## src/rtl/mem_port_arbiter_pkg.sv

```systemverilog
// Shared types and default widths for the fetch/data memory port arbiter.
package mem_port_arbiter_pkg;

    localparam int ADDR_W_DEF     = 16;
    localparam int DATA_W_DEF     = 16;
    localparam int STARVE_MAX_DEF = 3;

    typedef enum logic [1:0] {
        RD_NONE,
        RD_IF,
        RD_D
    } rd_owner_e;

    function automatic logic [3:0] sat_inc(input logic [3:0] val, input logic [3:0] max);
        return (val >= max) ? max : val + 4'd1;
    endfunction

endpackage

```

## src/rtl/mem_port_arbiter_if.sv

```systemverilog
// Fetch, data and memory-side signals of the arbiter, bundled with master/slave views.
interface mem_port_arbiter_if
    import mem_port_arbiter_pkg::*;
#(
    parameter int ADDR_W = ADDR_W_DEF,
    parameter int DATA_W = DATA_W_DEF
);
    logic              i_if_req;
    logic [ADDR_W-1:0] i_if_addr;
    logic              i_flush;
    logic              o_if_gnt;
    logic              o_if_rvalid;
    logic              i_d_req;
    logic              i_d_we;
    logic [ADDR_W-1:0] i_d_addr;
    logic [DATA_W-1:0] i_d_wdata;
    logic              o_d_gnt;
    logic              o_d_rvalid;
    logic [DATA_W-1:0] o_rdata;
    logic [ADDR_W-1:0] o_mem_addr;
    logic              o_mem_we;
    logic [DATA_W-1:0] o_mem_wdata;
    logic [DATA_W-1:0] i_mem_rdata;
    logic              o_stall_fetch;

    // Arbiter side
    modport slave (
        input  i_if_req, i_if_addr, i_flush, i_d_req, i_d_we, i_d_addr, i_d_wdata, i_mem_rdata,
        output o_if_gnt, o_if_rvalid, o_d_gnt, o_d_rvalid, o_rdata,
        output o_mem_addr, o_mem_we, o_mem_wdata, o_stall_fetch
    );

    // Requesters plus memory model side
    modport master (
        output i_if_req, i_if_addr, i_flush, i_d_req, i_d_we, i_d_addr, i_d_wdata, i_mem_rdata,
        input  o_if_gnt, o_if_rvalid, o_d_gnt, o_d_rvalid, o_rdata,
        input  o_mem_addr, o_mem_we, o_mem_wdata, o_stall_fetch
    );

endinterface

```

## src/rtl/mem_arb_starve_cnt.sv

```systemverilog
// Saturating count of consecutive cycles fetch was denied; at_max lets fetch win one cycle.
module mem_arb_starve_cnt
    import mem_port_arbiter_pkg::*;
#(
    parameter int MAX = STARVE_MAX_DEF
) (
    input  logic clk,
    input  logic reset,
    input  logic clr,
    input  logic inc,
    output logic at_max
);
    localparam logic [3:0] MAX_L = 4'(MAX);

    logic [3:0] cnt;

    always_ff @(posedge clk) begin
        if (reset) begin
            cnt <= 4'd0;
        end else if (clr) begin
            cnt <= 4'd0;
        end else if (inc) begin
            cnt <= sat_inc(cnt, MAX_L);
        end
    end

    assign at_max = (cnt == MAX_L);

endmodule

```

## src/rtl/mem_port_arbiter.sv

```systemverilog
// Shares one synchronous memory port between fetch and LD/ST; tracks the owner of the
// in-flight read so the 1-cycle return is steered to the right requester.
//
//  state   | meaning
//  RD_NONE | no read in flight, return bus carries nothing
//  RD_IF   | fetch read issued last cycle, word returns now
//  RD_D    | load issued last cycle, word returns now
module mem_port_arbiter
    import mem_port_arbiter_pkg::*;
#(
    parameter int ADDR_W     = ADDR_W_DEF,
    parameter int DATA_W     = DATA_W_DEF,
    parameter int STARVE_MAX = STARVE_MAX_DEF
) (
    input logic                clk,
    input logic                reset,
    mem_port_arbiter_if.slave  bus
);
    localparam logic [ADDR_W-1:0] ADDR_ZERO = '0;
    localparam logic [DATA_W-1:0] DATA_ZERO = '0;

    rd_owner_e rd_owner;
    rd_owner_e rd_owner_nxt;
    logic      starve_at_max;
    logic      if_gnt;
    logic      d_gnt;

    mem_arb_starve_cnt #(
        .MAX (STARVE_MAX)
    ) u_starve_cnt (
        .clk    (clk),
        .reset  (reset),
        .clr    (if_gnt | ~bus.i_if_req | bus.i_flush),
        .inc    (bus.i_if_req & ~bus.i_flush & d_gnt),
        .at_max (starve_at_max)
    );

    // A flushed fetch never takes the slot, so a pending data request gets it instead.
    always_comb begin
        if_gnt = 1'b0;
        d_gnt  = 1'b0;
        if (!reset) begin
            if_gnt = bus.i_if_req & ~bus.i_flush & (~bus.i_d_req | starve_at_max);
            d_gnt  = bus.i_d_req & ~if_gnt;
        end
    end

    always_ff @(posedge clk) begin
        if (reset) begin
            rd_owner <= RD_NONE;
        end else begin
            rd_owner <= rd_owner_nxt;
        end
    end

    always_comb begin
        rd_owner_nxt = RD_NONE;
        if (if_gnt) begin
            rd_owner_nxt = RD_IF;
        end else if (d_gnt && !bus.i_d_we) begin
            rd_owner_nxt = RD_D;
        end
    end

    always_comb begin
        bus.o_mem_addr  = ADDR_ZERO;
        bus.o_mem_we    = 1'b0;
        bus.o_mem_wdata = DATA_ZERO;
        if (if_gnt) begin
            bus.o_mem_addr = bus.i_if_addr;
        end else if (d_gnt) begin
            bus.o_mem_addr  = bus.i_d_addr;
            bus.o_mem_we    = bus.i_d_we;
            bus.o_mem_wdata = bus.i_d_wdata;
        end
    end

    assign bus.o_if_gnt      = if_gnt;
    assign bus.o_d_gnt       = d_gnt;
    assign bus.o_if_rvalid   = ~reset & (rd_owner == RD_IF) & ~bus.i_flush;
    assign bus.o_d_rvalid    = ~reset & (rd_owner == RD_D);
    assign bus.o_rdata       = bus.i_mem_rdata;
    assign bus.o_stall_fetch = ~reset & bus.i_if_req & ~if_gnt;

endmodule

```

## src/flat_wrapper.sv

```systemverilog
// flat-port wrapper written by rule: the top's interface ports become plain ports
module mem_port_arbiter_flat import mem_port_arbiter_pkg::*;
#(
    parameter int ADDR_W     = ADDR_W_DEF,
    parameter int DATA_W     = DATA_W_DEF,
    parameter int STARVE_MAX = STARVE_MAX_DEF
)
  (clk, reset, bus_i_if_req, bus_i_if_addr, bus_i_flush, bus_i_d_req, bus_i_d_we, bus_i_d_addr, bus_i_d_wdata, bus_i_mem_rdata, bus_o_if_gnt, bus_o_if_rvalid, bus_o_d_gnt, bus_o_d_rvalid, bus_o_rdata, bus_o_mem_addr, bus_o_mem_we, bus_o_mem_wdata, bus_o_stall_fetch);
  mem_port_arbiter_if #(.ADDR_W(ADDR_W), .DATA_W(DATA_W)) bus_i ();
  input logic clk;
  input logic reset;
  input wire logic [$bits(bus_i.i_if_req)-1:0] bus_i_if_req;
  input wire logic [$bits(bus_i.i_if_addr)-1:0] bus_i_if_addr;
  input wire logic [$bits(bus_i.i_flush)-1:0] bus_i_flush;
  input wire logic [$bits(bus_i.i_d_req)-1:0] bus_i_d_req;
  input wire logic [$bits(bus_i.i_d_we)-1:0] bus_i_d_we;
  input wire logic [$bits(bus_i.i_d_addr)-1:0] bus_i_d_addr;
  input wire logic [$bits(bus_i.i_d_wdata)-1:0] bus_i_d_wdata;
  input wire logic [$bits(bus_i.i_mem_rdata)-1:0] bus_i_mem_rdata;
  output wire logic [$bits(bus_i.o_if_gnt)-1:0] bus_o_if_gnt;
  output wire logic [$bits(bus_i.o_if_rvalid)-1:0] bus_o_if_rvalid;
  output wire logic [$bits(bus_i.o_d_gnt)-1:0] bus_o_d_gnt;
  output wire logic [$bits(bus_i.o_d_rvalid)-1:0] bus_o_d_rvalid;
  output wire logic [$bits(bus_i.o_rdata)-1:0] bus_o_rdata;
  output wire logic [$bits(bus_i.o_mem_addr)-1:0] bus_o_mem_addr;
  output wire logic [$bits(bus_i.o_mem_we)-1:0] bus_o_mem_we;
  output wire logic [$bits(bus_i.o_mem_wdata)-1:0] bus_o_mem_wdata;
  output wire logic [$bits(bus_i.o_stall_fetch)-1:0] bus_o_stall_fetch;
  assign bus_i.i_if_req = bus_i_if_req;
  assign bus_i.i_if_addr = bus_i_if_addr;
  assign bus_i.i_flush = bus_i_flush;
  assign bus_i.i_d_req = bus_i_d_req;
  assign bus_i.i_d_we = bus_i_d_we;
  assign bus_i.i_d_addr = bus_i_d_addr;
  assign bus_i.i_d_wdata = bus_i_d_wdata;
  assign bus_i.i_mem_rdata = bus_i_mem_rdata;
  assign bus_o_if_gnt = bus_i.o_if_gnt;
  assign bus_o_if_rvalid = bus_i.o_if_rvalid;
  assign bus_o_d_gnt = bus_i.o_d_gnt;
  assign bus_o_d_rvalid = bus_i.o_d_rvalid;
  assign bus_o_rdata = bus_i.o_rdata;
  assign bus_o_mem_addr = bus_i.o_mem_addr;
  assign bus_o_mem_we = bus_i.o_mem_we;
  assign bus_o_mem_wdata = bus_i.o_mem_wdata;
  assign bus_o_stall_fetch = bus_i.o_stall_fetch;
  mem_port_arbiter #(.ADDR_W(ADDR_W), .DATA_W(DATA_W), .STARVE_MAX(STARVE_MAX)) u_core (.clk(clk), .reset(reset), .bus(bus_i));
endmodule
```

## config.mk

```make
export PLATFORM = sky130hd
export DESIGN_NAME = mem_port_arbiter_flat
export DESIGN_NICKNAME = d
export VERILOG_FILES = /design/src/rtl/mem_port_arbiter_pkg.sv /design/src/rtl/mem_port_arbiter_if.sv /design/src/rtl/mem_arb_starve_cnt.sv /design/src/rtl/mem_port_arbiter.sv /design/src/flat_wrapper.sv
export SDC_FILE = /design/constraint.sdc
export NUM_CORES = 1
export LEC_CHECK = 0
export CORE_AREA = 3 3 46 48
export CTS_CLUSTER_SIZE = 10
export DETAILED_ROUTE_END_ITERATION = 6
export DIE_AREA = 0 0 49 51
export DONT_BUFFER_PORTS = 1
export SYNTH_ARGS = -nofsm -noshare
export SYNTH_HDL_FRONTEND = slang
export SYNTH_SLANG_ARGS = --single-unit
```

## constraint.sdc

```tcl
create_clock -name clk -period 2.2 [get_ports clk]
set_input_delay 0.44 -clock clk [delete_from_list [all_inputs] [get_ports clk]]
set_output_delay 0.44 -clock clk [all_outputs]
set_load 0.05 [all_outputs]
```

; ---- Word level (Yosys, flattened, before mapping)
; Cells that the tools add are included.
[word_totals]
regBits = 6
elab_cells = 41
[op_classes]
add_sub_neg = 1
n_lt_le_gt_ge = 1
n_eq_ne = 3
muxes = 11
bitwise_logic = 18
n_reduce_logical = 4
[op_table]
columns = operator, count
row1 = $mux W16, 4
row2 = $and A1 B1 Y1, 9
row3 = $not A1 Y1, 6
row4 = $mux W1, 5
row5 = $add A4 B1 Y4 const B, 1
row6 = $eq A4 B2 Y1 const B, 1
row7 = $ge A4 B2 Y1 const B, 1
row8 = $mux W4, 1
row9 = $reduce_or A2 Y1, 2
row10 = $or A1 B1 Y1, 3
row11 = $eq A2 B1 Y1 const B, 1
row12 = $eq A2 B2 Y1 const B, 1
row13 = $mux W2, 1
row14 = $logic_and A1 B1 Y1, 1
row15 = $logic_not A1 Y1, 1

; ---- Longest topological paths before layout
; Gate-level depths: netlist of run 1.
[depth]
word_depth = 9
depth_mapped = 6
depth_no_buf = 4

; ---- Hierarchy
; Synthesis of run 1 repeated with hierarchy kept, for this count alone.
[unflattened]
hier_cells = 85
area_unflattened_um2 = 745.7
[modules_own_cells]
columns = module, instances, cells_each, area_each_um2, seq_area_each_um2
row1 = mem_port_arbiter, 1, 70, 571.8, 40.0
row2 = mem_arb_starve_cnt, 1, 15, 173.9, 80.1

; ---- Worst setup path before layout of run 1
; No wires, ideal clock.
[synth_timing]
path_type = input-to-output
from = in reset
to = out bus_o_if_rvalid
arrival_ps = 2097
slack_ps = -337
stages = 1
cell_sequence = nor4b_1
[synth_via]
elab_chain_cells = 3
[synth_rtl]
columns = element, line_no
row1 = from (decl), flat_wrapper.sv:11  ; input logic reset;
row2 = $not A1 Y1, mem_port_arbiter.sv:80  ; assign bus.o_if_rvalid = ~reset & (rd_owner == RD_IF) & ~bus.i_flush;
row3 = $and A1 B1 Y1 (2 in a row), mem_port_arbiter.sv:80
row4 = to (decl), flat_wrapper.sv:21  ; output wire logic [$bits(bus_i.o_if_rvalid)-1:0] bus_o_if_rvalid;
; No other way between the ends.

; ---- Worst setup path after layout of run 1
[layout_timing]
from = reg u_core.u_starve_cnt.cnt[0]
to = out bus_o_mem_addr[2]
[layout_via]
elab_chain_cells = 8
elab_cells_between_ends = 9
[layout_rtl]
columns = element, line_no
row1 = from (decl), mem_arb_starve_cnt.sv:15  ; logic [3:0] cnt;
row2 = from (signal assigned), mem_arb_starve_cnt.sv:23  ; cnt <= sat_inc(cnt, MAX_L);
row3 = $eq A4 B2 Y1 (*), mem_arb_starve_cnt.sv:27  ; assign at_max = (cnt == MAX_L);
row4 = $or A1 B1 Y1 (*), mem_port_arbiter.sv:43  ; if_gnt = bus.i_if_req & ~bus.i_flush & (~bus.i_d_req | starve_at_max);
row5 = $and A1 B1 Y1 (*), mem_port_arbiter.sv:43
row6 = $not A1 Y1, mem_port_arbiter.sv:44  ; d_gnt = bus.i_d_req & ~if_gnt;
row7 = $and A1 B1 Y1, mem_port_arbiter.sv:44
row8 = $mux W1, mem_port_arbiter.sv:42  ; if (!reset) begin
row9 = $mux W16, mem_port_arbiter.sv:71  ; end else if (d_gnt) begin
row10 = $mux W16 (*), mem_port_arbiter.sv:69  ; if (if_gnt) begin
row11 = to (decl), flat_wrapper.sv:25  ; output wire logic [$bits(bus_i.o_mem_addr)-1:0] bus_o_mem_addr;
; Every way passes the cells marked *; elsewhere a longest branch is shown, timed or not.

==> summary.md, run 1 <==
| Metric | Value |
|---|---|
| Setup Skew | between 6 and 7 ps |
| Initial core utilization | 38.49% |
| Clock Sinks | 6 |
| CTS tree | done |
| Failing checks | setup timing |
| Total global-route track usage | around 25% |
| CP max stage delay | ~400 ps |
| Initial antenna violation count | 0 |
| Fin util | 90.90% |
| HPWL after DPL | around 2200 um |
| Die Span X | 49 um |
| Synth Cell Area | ~670 um^2 |
| Synth unique cells | 19 |
| Routed WL | about 4100 um |
| Ranking of synthesized cells by area | a22o_1 21%, dfxtp_1 18%, buf_4 18%, and2_1 16%, buf_6 5.0% |
| Multi-input gate area | 601.8 um^2 |
| Pin count of the biggest net entering global routing | 19 |
| Die area | ~0.0025 mm^2 |
| Area growth syn-to-layout | 136.1% |
| Vias in the first global route | 756 |
| Cts hold-fix bufs | 0 |
| Root Buffer | clkbuf_4 |
| Max IR drop VDD | 0.3516 mV |
| Final-report hold violation count | 0 |
| Area leader, netlist | a22o_1 |
| #FFs+latches synth | 6 |
| Startpoint class of the critical path | flip-flop |
| Worst Path Max Fanout | 5 |
| Final global-route overflow total | 0 |
| Number of DRC markers in iteration 0 | 4 |
| Period minus WS final | 2440 ps |
| Period utilization | 110.9% |
| PortBufs | 0 |
| Min-Delay Path Class | primary input to flip-flop |
| Critical Path, Cell by Cell | ha_4, or3b_4, a211oi_4, buf_4, buf_12, a22o_1, buf_12 |
| Yosys warns | 0 |
| Ant diodes | 0 |
| Worst-case clock buffer depth | 2 |
| Layout Cells excl Fill | 130 |
| Share of cells above drive strength 1 | ~85% |
| Final ANT Viol Nets | 0 |
| Leak | 0.6804 nW |
| Cells after DPL | 117 |
| Routed len/inst | 31.44 um |
| CP endpoint kind | output pin |
| Placer Congestion | 0.6631 |
| Fmax | between 400 and 500 MHz |
| Reg area | 122.6 um^2 |
| Post-synth top area share | 20.86% |
| Syn_area_per_cell | 8.614 um^2 |
| # setup viols final | 30 |
| CP delay by family, top | buffers and inverters |
| First-pass GRT wire length | around 4500 um |
| Total CTS buffers | 3 |
| Core area | 0.001745 mm^2 |
| DRC Markers | 0 |
| Worst EP arrival | around 2000 ps |
| Most used cell, CP | buf_12 |
| Seq/Total Area, Yosys | 17.88% |
| Slew Limit Fails | 0 |
| Final worst slack | -239.9 ps |
| Nets@finish | 178 |
| # IOs | 124 |
| Routed vias/inst | 5.900 |
| Reg clk slew, reported paths | 50 ps |
| Routed via count | 767 |
| Category of the most critical setup path | flip-flop to output pin |
| Status | finished with violations |
| Row count | 15 |
| Required @ worst endpoint | 1760 ps |
| MaxCap Viol Count | 0 |
| Power density over cell area | around 360 mW/mm^2 |
| Crit path buf inv count | 3 |
| CTS H-tree lvls | 1 |
| CP max-delay cell | or3b_4 |
| Fill count | 61 |
| Clk Latency, worst-skew pair | 260 ps |
| Die H | slightly above 50 um |
| Drt pass-1 iters | 3 |
| Cell count after synthesis | 78 |
| RSZ-0062 raised after global routing | yes |
==> layout by cell type, fill, tap and decap left out <==
master     instances
nand2b_1           3
clkbuf_16          4
conb_1             2
or3b_4             1
buf_4              6
nor3_1             1
dfxtp_1            4
and2_4            15
dfxtp_2            2
a211oi_1           2
and2_2             2
o21ai_0            1
ha_4               1
a211oi_4           1
a22o_4            15
nor3b_2            2
nor3b_1            1
a21oi_2            1
buf_12            32
o21ba_4            1
nor2_1             1
nor4b_2            1
a22o_1             1
buf_6              2
clkbuf_4           3
==> per-stage QoR <==
stage | setup WS [ps] | area, um^2 | hold WS, ps | power (W) | TNS (ps)
2_1_floorplan | -39.01 | 716.9 | 509.7 | 0.0003597 | -312.1
3_3_place_gp | 54.76 | 1220 | 516.3 | 0.0004000 | 0
3_5_place_dp | -14.23 | 1220 | 517.5 | 0.0004040 | -44.59
4_1_cts | -246.7 | 1438 | 247.5 | 0.0005472 | -6112
5_1_grt | -286.7 | 1587 | 237.6 | 0.0005918 | -6204
6_report | -239.9 | 1587 | 248.6 | 0.0005732 | -4874
==> per-layer routing <==
metal	track usage, %	wire, um
met3	11.95	317
met5	0	0
met4	14.69	128
met2	46.15	2272
met1	21.27	1368
==> Yosys cell counts (all sizes together) <==
| library cell | number |
|---|---|
| a211oi | 3 |
| a21oi | 1 |
| a22o | 16 |
| and2 | 17 |
| buf | 21 |
| conb | 1 |
| dfxtp | 6 |
| ha | 1 |
| nand2b | 3 |
| nor2 | 1 |
| nor3 | 1 |
| nor3b | 3 |
| nor4b | 1 |
| o21ai | 1 |
| o21ba | 1 |
| or3b | 1 |
==> where the power goes <==
group	internal (W)	switching [W]
combinational	0.000167	0.000179
clock	0.0000622	0.0000475
sequential	0.000113	0.00000337
==> final cells by class <==
| type | instances | share of cell area (%) |
|---|---|---|
| timing repair buffer | 44 | 50.95 |
| tap | 25 | 1.972 |
| clock buffer | 3 | 1.420 |
| multi-input combinational | 52 | 37.93 |
| sequential | 6 | 7.729 |
==> worst reg2reg max path, delay by kind of cell (launching register included) <==
kind | cells | cell delay (ps)
DFF | 1 | 340
adders and majority gates | 1 | 130
AOI/OAI and AO/OA | 1 | 190
buffers and inverters | 1 | 160
and+or+nand+nor | 2 | 480
==> repair_timing <==
action,CTS,global route
gates resized for setup,30,13
pin swaps,14,18
endpoints found under the setup margin,34,35
setup buffers,4,2
gates cloned,2,4
==> sequential cells by signal (all words and copies together) (netlist names) <==
signal                   count
u_core.rd_owner              2
u_core.u_starve_cnt.cnt      4
==> final timing paths <==
path	from	endpoint	slack, ps	cells past startpoint
max	u_core.u_starve_cnt.cnt[0]	bus_o_mem_addr[2]	-240	7
min reg2reg	u_core.u_starve_cnt.cnt[2]	u_core.u_starve_cnt.cnt[1]	590	2
max reg2reg	u_core.u_starve_cnt.cnt[0]	u_core.rd_owner[1]	800	5
min	reset	u_core.rd_owner[0]	250	1
==> cells by family (layout without fill, tap and decap cells) <==
group / after synthesis / after routing / synth area share [%]
fa+ha+maj: 1 / 1 / 1.862
other cells: 1 / 2 / 0.5581
simple gates: 27 / 27 / 26.26
compound gates: 22 / 22 / 29.05
flops: 6 / 6 / 17.88
buf+inv: 21 / 47 / 24.40
Power figures use the tool's default switching activity.
==> run 2: changes to the inputs <==
- CORE_AREA: 3 3 46 48 -> default
- CORE_MARGIN: default -> 3
- CORE_UTILIZATION: default -> 35
- DIE_AREA: 0 0 49 51 -> default
==> run 2 against run 1 <==
The flow still finishes with violations (setup timing). Via count shrank 6.6%. Total power shrank 2.7%. Flip-flop and latch count is the same. Non-clock buffer count shrank 1. Critical path depth is the same. Global-route usage grew 0.12 points. Setup slack gained 41 ps. Sequential share of layout area grew 0.14 points. Clock-buffer cell count is the same. Sequential power is essentially flat. Critical endpoint is now bus_o_mem_addr[13]. Largest power group unchanged.
==> summary.md, run 2 (synthesis gave the netlist of run 1 again) <==
| Metric | Value |
|---|---|
| Status | finished with violations |
| Failing checks | setup timing |
| R2r endpoint | u_core.rd_owner[1] |
| Area growth syn-to-layout | 131.8% |
| Max IR drop VDD | 0.4495 mV (+28%) |
| Regs by FF count | u_core.u_starve_cnt.cnt x4, u_core.rd_owner x2 |
| Min-Delay Path Class | primary input to flip-flop |
| Reg clk slew, reported paths | 50 ps (about the same) |
| Core area | 0.001764 mm^2 (+1.1%) |
| Worst Path Max Fanout | 8 (+3) |
| CP endpoint kind | output pin |
| CTS tree | done |
| Category of the most critical setup path | flip-flop to output pin |
| RSZ-0062 raised after global routing | yes |
| HPWL after DPL | 2323 um (+7.6%) |
| Critical Path, Cell by Cell | ha_4, or3b_4, a211oi_4, buf_6, clkbuf_16, a22o_4, buf_12 |
| DRC Markers | 0 (unchanged) |
| CP max stage delay | 410 ps (about the same) |
| Clk Latency, worst-skew pair | 250 ps (about the same) |
| Final ANT Viol Nets | 0 (unchanged) |
| Leak | 0.6702 nW (-1.5%) |
| Routed len/inst | 27.19 um (-14%) |
| Clock Sinks | 6 (unchanged) |
| Reg power frac | 20.8% (+0.4 points) |
| Required @ worst endpoint | 1760 ps (about the same) |
| Final-report hold violation count | 0 (unchanged) |
| Period minus WS final | 2399 ps (-40.76 ps) |
| Share of cells above drive strength 1 | 84.62% (-0.15 points) |
| Psw | 0.0002188 W (-5.0%) |
| Slew Limit Fails | 0 (unchanged) |
| Sw Share | 39.23% (-0.96 points) |
| Startpoint class of the critical path | flip-flop |
| R2R setup slack | 710 ps (-90 ps) |
| Setup Skew | 9.818 ps (+3.048 ps) |
| Final worst slack | -199.1 ps (+40.76 ps) |
| CP delay by family, top | buffers and inverters |
| Largest Register | u_core.u_starve_cnt.cnt |
| Total CTS buffers | 3 (unchanged) |
| # setup viols final | 32 (+6.7%) |
| Routed vias/inst | 5.550 (-5.9%) |
| Max FFs per register | 4 (unchanged) |
| MaxCap Viol Count | 0 (unchanged) |
| Power density over cell area | 358.0 mW/mm^2 (-0.91%) |
| Die area | 0.002482 mm^2 (-0.70%) |
| WHS Endpoint | u_core.rd_owner[0] |
| PortBufs | 0 (unchanged) |
| # IOs | 124 (unchanged) |
| Routed WL | 3507 um (-14%) |
| Row count | 15 (unchanged) |
| Placer Congestion | 0.6769 (+2.1%) |
| Total global-route track usage | 24.83% (+0.12 points) |
| Initial antenna violation count | 0 (unchanged) |
| Final global-route overflow total | 0 (unchanged) |
| Initial core utilization | 38.09% (-0.41 points) |
| CP max-delay cell | or3b_4 |
| Commonest non-fill, non-tap cell in the layout | buf_12 |
| Most frequent cells in the layout | 31 x buf_12, 16 x a22o_4, 13 x and2_4 |
| Clock power frac | 18.9% (-0.2 points) |
| Combinational share of power | 60.3% (-0.2 points) |
| Crit path buf inv count | 3 (unchanged) |
| Nets@finish | 177 (-0.56%) |
| Period utilization | 109.1% (-1.9 points) |
| Drt pass-1 iters | 4 (+1) |
| Worst EP arrival | 1960 ps (-40 ps) |
| Reg2reg start | u_core.u_starve_cnt.cnt[0] |
| Int Pwr | 0.0003389 W (-1.1%) |
| CTS H-tree lvls | 1 (unchanged) |
| Fmax | 416.8 MHz (+1.7%) |
| Min Hold Slack | 260.3 ps (+11.66 ps) |
| Pin count of the biggest net entering global routing | 18 (-1) |
| Vias in the first global route | 748 (-1.1%) |
| Number of DRC markers in iteration 0 | 6 (+2) |
| First-pass GRT wire length | 4471 um (-0.31%) |
| Root Buffer | clkbuf_4 |
| Worst-case clock buffer depth | 2 (unchanged) |
| Worst-case reg-to-reg path depth | 5 (unchanged) |
| Die H | 49.82 um (-2.3%) |
| Routed via count | 716 (-6.6%) |
| Pre-CTS WS | 18.72 ps (+32.95 ps) |
| Hold depth | 1 (unchanged) |
| Ant diodes | 0 (unchanged) |
| Hold path startpoint | reset |
| Die Span X | 49.82 um (+1.7%) |
## run 2: cell types whose count changed in the layout (fill, tap and decap cells not counted), sizes merged
cell and delta:
buf +1, clkbuf -2
## run 2: repair_timing
action,in CTS,in global routing
pin swaps,9,4
hold buffers,0,0
setup endpoints to repair,35,35
buffers inserted,2,1
gates cloned,1,2
gates resized for setup,31,7
## run 2: worst reg2reg max path: stages (launching register included)
cell and delay [ps]:
dfxtp_2 340, ha_4 120, or3b_4 410, buf_4 160
a21oi_1 250, nor3_1 100
## run 2: worst max path at each step
stage,start,cells after the start,to
2_1_floorplan,u_core.u_starve_cnt.cnt[0],5,bus_o_mem_addr[10]
3_3_place_gp,u_core.u_starve_cnt.cnt[0],6,bus_o_mem_addr[0]
3_5_place_dp,u_core.u_starve_cnt.cnt[0],6,bus_o_mem_addr[1]
4_1_cts,u_core.u_starve_cnt.cnt[0],6,bus_o_mem_addr[7]
5_1_grt,u_core.u_starve_cnt.cnt[0],7,bus_o_mem_addr[13]
6_report,u_core.u_starve_cnt.cnt[0],7,bus_o_mem_addr[13]
## run 2: routing by layer
metal / share of wire [%] / global-route usage [%]
met5: 0 / 0
met1: 32 / 22.49
met2: 53 / 43.17
met4: 3.7 / 13.36
met3: 12 / 14.20
## run 2: power groups by stage
stage / combinational [W] / clock (W) / sequential, W
floorplan: 0.000243 / 0 / 0.000117
global placement: 0.000287 / 0 / 0.000117
detailed placement: 0.000291 / 0 / 0.000118
CTS: 0.000319 / 0.000107 / 0.000116
global route: 0.000344 / 0.000118 / 0.000116
finish: 0.000336 / 0.000105 / 0.000116
## run 2: layout make-up
cell class	count	area [um^2]
Clock buffer	3	22.52
Fill cell	86	206.4
Multi-Input combinational cell	52	604.3
Sequential cell	6	122.6
Tap cell	25	31.28
Timing Repair Buffer	43	777.0
## run 2: per-stage QoR
stage                     setup TNS (ps)  cells  area [um^2]  utilization, %  total power, W
after CTS                          -3230    126         1445           81.91       0.0005425
final                              -4170    129         1558           88.30       0.0005577
after detailed placement               0    120         1255           71.13       0.0004086
after global routing               -6013    129         1558           88.30       0.0005789
after floorplan                   -312.1     79        716.9               -       0.0003597
after global placement                 0    120         1255           71.13       0.0004046
==> run 3: changes to the inputs <==
- PLACE_DENSITY: default -> 0.49
==> run 3 against run 2 <==
The run still ends with setup timing left. Hold slack improved by 24 ps. Non-clock buffer count decreased by 6. Clock-buffer cell count unchanged. Critical path type unchanged. Largest cell class unchanged. Largest power group unchanged.
==> summary.md, run 3 (synthesis gave the netlist of run 1 again) <==
| Metric | Value |
|---|---|
| Status | finished with violations |
| Failing checks | setup timing |
| Required @ worst endpoint | 1760 ps (about the same) |
| Largest Register | u_core.u_starve_cnt.cnt |
| Clock power frac | 17.8% (-1.1 points) |
| CTS H-tree lvls | 1 (unchanged) |
| Nets@finish | 171 (-3.4%) |
| Psw | 0.0002019 W (-7.7%) |
| Slew Limit Fails | 0 (unchanged) |
| Routed WL | 2845 um (-19%) |
| Area growth syn-to-layout | 112.7% |
| Routed via count | 668 (-6.7%) |
| Drt pass-1 iters | 2 (-2) |
| Max FFs per register | 4 (unchanged) |
| # IOs | 124 (unchanged) |
| Fill count | 107 (+24%) |
| TNS Setup | -3968 ps (+202.6 ps) |
| Power density over cell area | 370.5 mW/mm^2 (+3.5%) |
| Combinational share of power | 60.2% (about the same) |
| Final ANT Viol Nets | 0 (unchanged) |
| HPWL after DPL | 2211 um (-4.8%) |
| Pin count of the biggest net entering global routing | 14 (-4) |
| Routed len/inst | 23.13 um (-15%) |
| PortBufs | 0 (unchanged) |
| # setup viols final | 34 (+6.3%) |
| Row count | 15 (unchanged) |
| Initial antenna violation count | 0 (unchanged) |
| Clk Latency, worst-skew pair | 240 ps (about the same) |
| Startpoint class of the critical path | flip-flop |
| Initial core utilization | 38.09% (unchanged) |
| Clock Sinks | 6 (unchanged) |
| DRC Markers | 0 (unchanged) |
| Category of the most critical setup path | flip-flop to output pin |
| Share of cells above drive strength 1 | 80.61% (-4.0 points) |
| Max IR drop VDD | 0.3312 mV (-26%) |
| Fin util | 80.99% (-7.3 points) |
| Routed vias/inst | 5.431 (-2.2%) |
| Min-Delay Path Class | primary input to flip-flop |
| Regs by FF count | u_core.u_starve_cnt.cnt x4, u_core.rd_owner x2 |
| Setup Skew | 2.573 ps (-7.245 ps) |
| Die Span X | 49.82 um (unchanged) |
| Root Buffer | clkbuf_4 |
| Int Pwr | 0.0003275 W (-3.4%) |
| Number of post-CTS setup repair buffers | 0 (-2) |
| MaxCap Viol Count | 0 (unchanged) |
| CTS tree | done |
| Period utilization | 107.4% (-1.6 points) |
| Core area | 0.001764 mm^2 (unchanged) |
| Ant diodes | 0 (unchanged) |
| Vias in the first global route | 704 (-5.9%) |
| Fmax | 423.1 MHz (+1.5%) |
| Commonest non-fill, non-tap cell in the layout | buf_12 |
| Pre-CTS WS | 27.41 ps (+8.691 ps) |
| Worst EP arrival | 1920 ps (-40 ps) |
| Total CTS buffers | 3 (unchanged) |
| Placer Congestion | 0.7208 (+6.5%) |
| First-pass GRT wire length | 4195 um (-6.2%) |
| Min Hold Slack | 284.0 ps (+23.74 ps) |
| RSZ-0062 raised after global routing | yes |
| Worst Path Max Fanout | 10 (+2) |
| Final worst slack | -163.7 ps (+35.46 ps) |
| Final global-route overflow total | 0 (unchanged) |
| Period minus WS final | 2364 ps (-35.46 ps) |
| Sw Share | 38.13% (-1.1 points) |
| Final-report hold violation count | 0 (unchanged) |
| Reg clk slew, reported paths | 40 ps (about the same) |
| Die area | 0.002482 mm^2 (unchanged) |
| Total global-route track usage | 22.62% (-2.2 points) |
| Die H | 49.82 um (unchanged) |
| CP endpoint kind | output pin |
| Reg power frac | 22.0% (+1.2 points) |
| Worst-case clock buffer depth | 2 (unchanged) |
| Most frequent cells in the layout | 28 x buf_12, 13 x a22o_4, 12 x and2_4 |
| Number of DRC markers in iteration 0 | 9 (+3) |
| Leak | 0.6101 nW (-9.0%) |
## run 3: cell types whose count changed in the layout (fill, tap and decap cells not counted), sizes merged
| cell | before | now |
|---|---|---|
| clkbuf | 5 | 3 |
| bufbuf | 0 | 1 |
| buf | 41 | 36 |
## run 3: path summary, 6_finish.rpt
path | startpoint | cells after the start | to | slack [ps]
worst min register to register | u_core.u_starve_cnt.cnt[0] | 2 | u_core.u_starve_cnt.cnt[0] | 580
worst max register to register | u_core.u_starve_cnt.cnt[0] | 4 | u_core.rd_owner[1] | 870
worst max-delay path | u_core.u_starve_cnt.cnt[0] | 6 | bus_o_mem_wdata[8] | -160
worst min-delay path | bus_i_d_we | 1 | u_core.rd_owner[1] | 280
## run 3: area by class of cell
type,instances,area (um^2),area share (%)
multi-input cells,52,576.8,40.37
flip-flops and latches,6,122.6,8.581
repair buffers,37,675.6,47.29
clock buffers,3,22.52,1.576
well taps,25,31.28,2.189
## run 3: what timing repair did
| action | 4_1_cts | 5_1_grt |
|---|---|---|
| hold buffers | 0 | 0 |
| gates resized for setup | 36 | 3 |
| cloned | 1 | 0 |
| pin swaps | 8 | 2 |
| setup endpoints to repair | 34 | 35 |
## run 3: layer usage
metal	global-route usage (%)	part of all wire, %	vias up
met3	12.08	14	4
met4	7.373	0.60	0
met5	0	0	-
li1	-	-	300
met2	39.43	56	59
met1	22.84	30	305
## run 3: power by group through the flow
| stage | clock, W | combinational [W] | sequential [W] |
|---|---|---|---|
| 4_1_cts | 0.000100 | 0.000315 | 0.000116 |
| 3_3_place_gp | 0 | 0.000278 | 0.000117 |
| 3_5_place_dp | 0 | 0.000281 | 0.000117 |
| 5_1_grt | 0.000102 | 0.000328 | 0.000117 |
| 2_1_floorplan | 0 | 0.000243 | 0.000117 |
| 6_report | 0.0000945 | 0.000318 | 0.000116 |
## run 3: critical path, cell delays in order (launching register included)
cell	delay (ps)
dfxtp_2	330
ha_4	130
or3b_4	410
o21ba_4	240
bufbuf_16	270
and2_4	160
buf_12	140
## run 3: through the flow
stage	instances	cell area, um^2	power, W
CTS	123	1408	0.0005316
detailed placement	119	1197	0.0003987
global placement	119	1197	0.0003951
finish	123	1429	0.0005294
global route	123	1429	0.0005468
floorplan	79	716.9	0.0003597
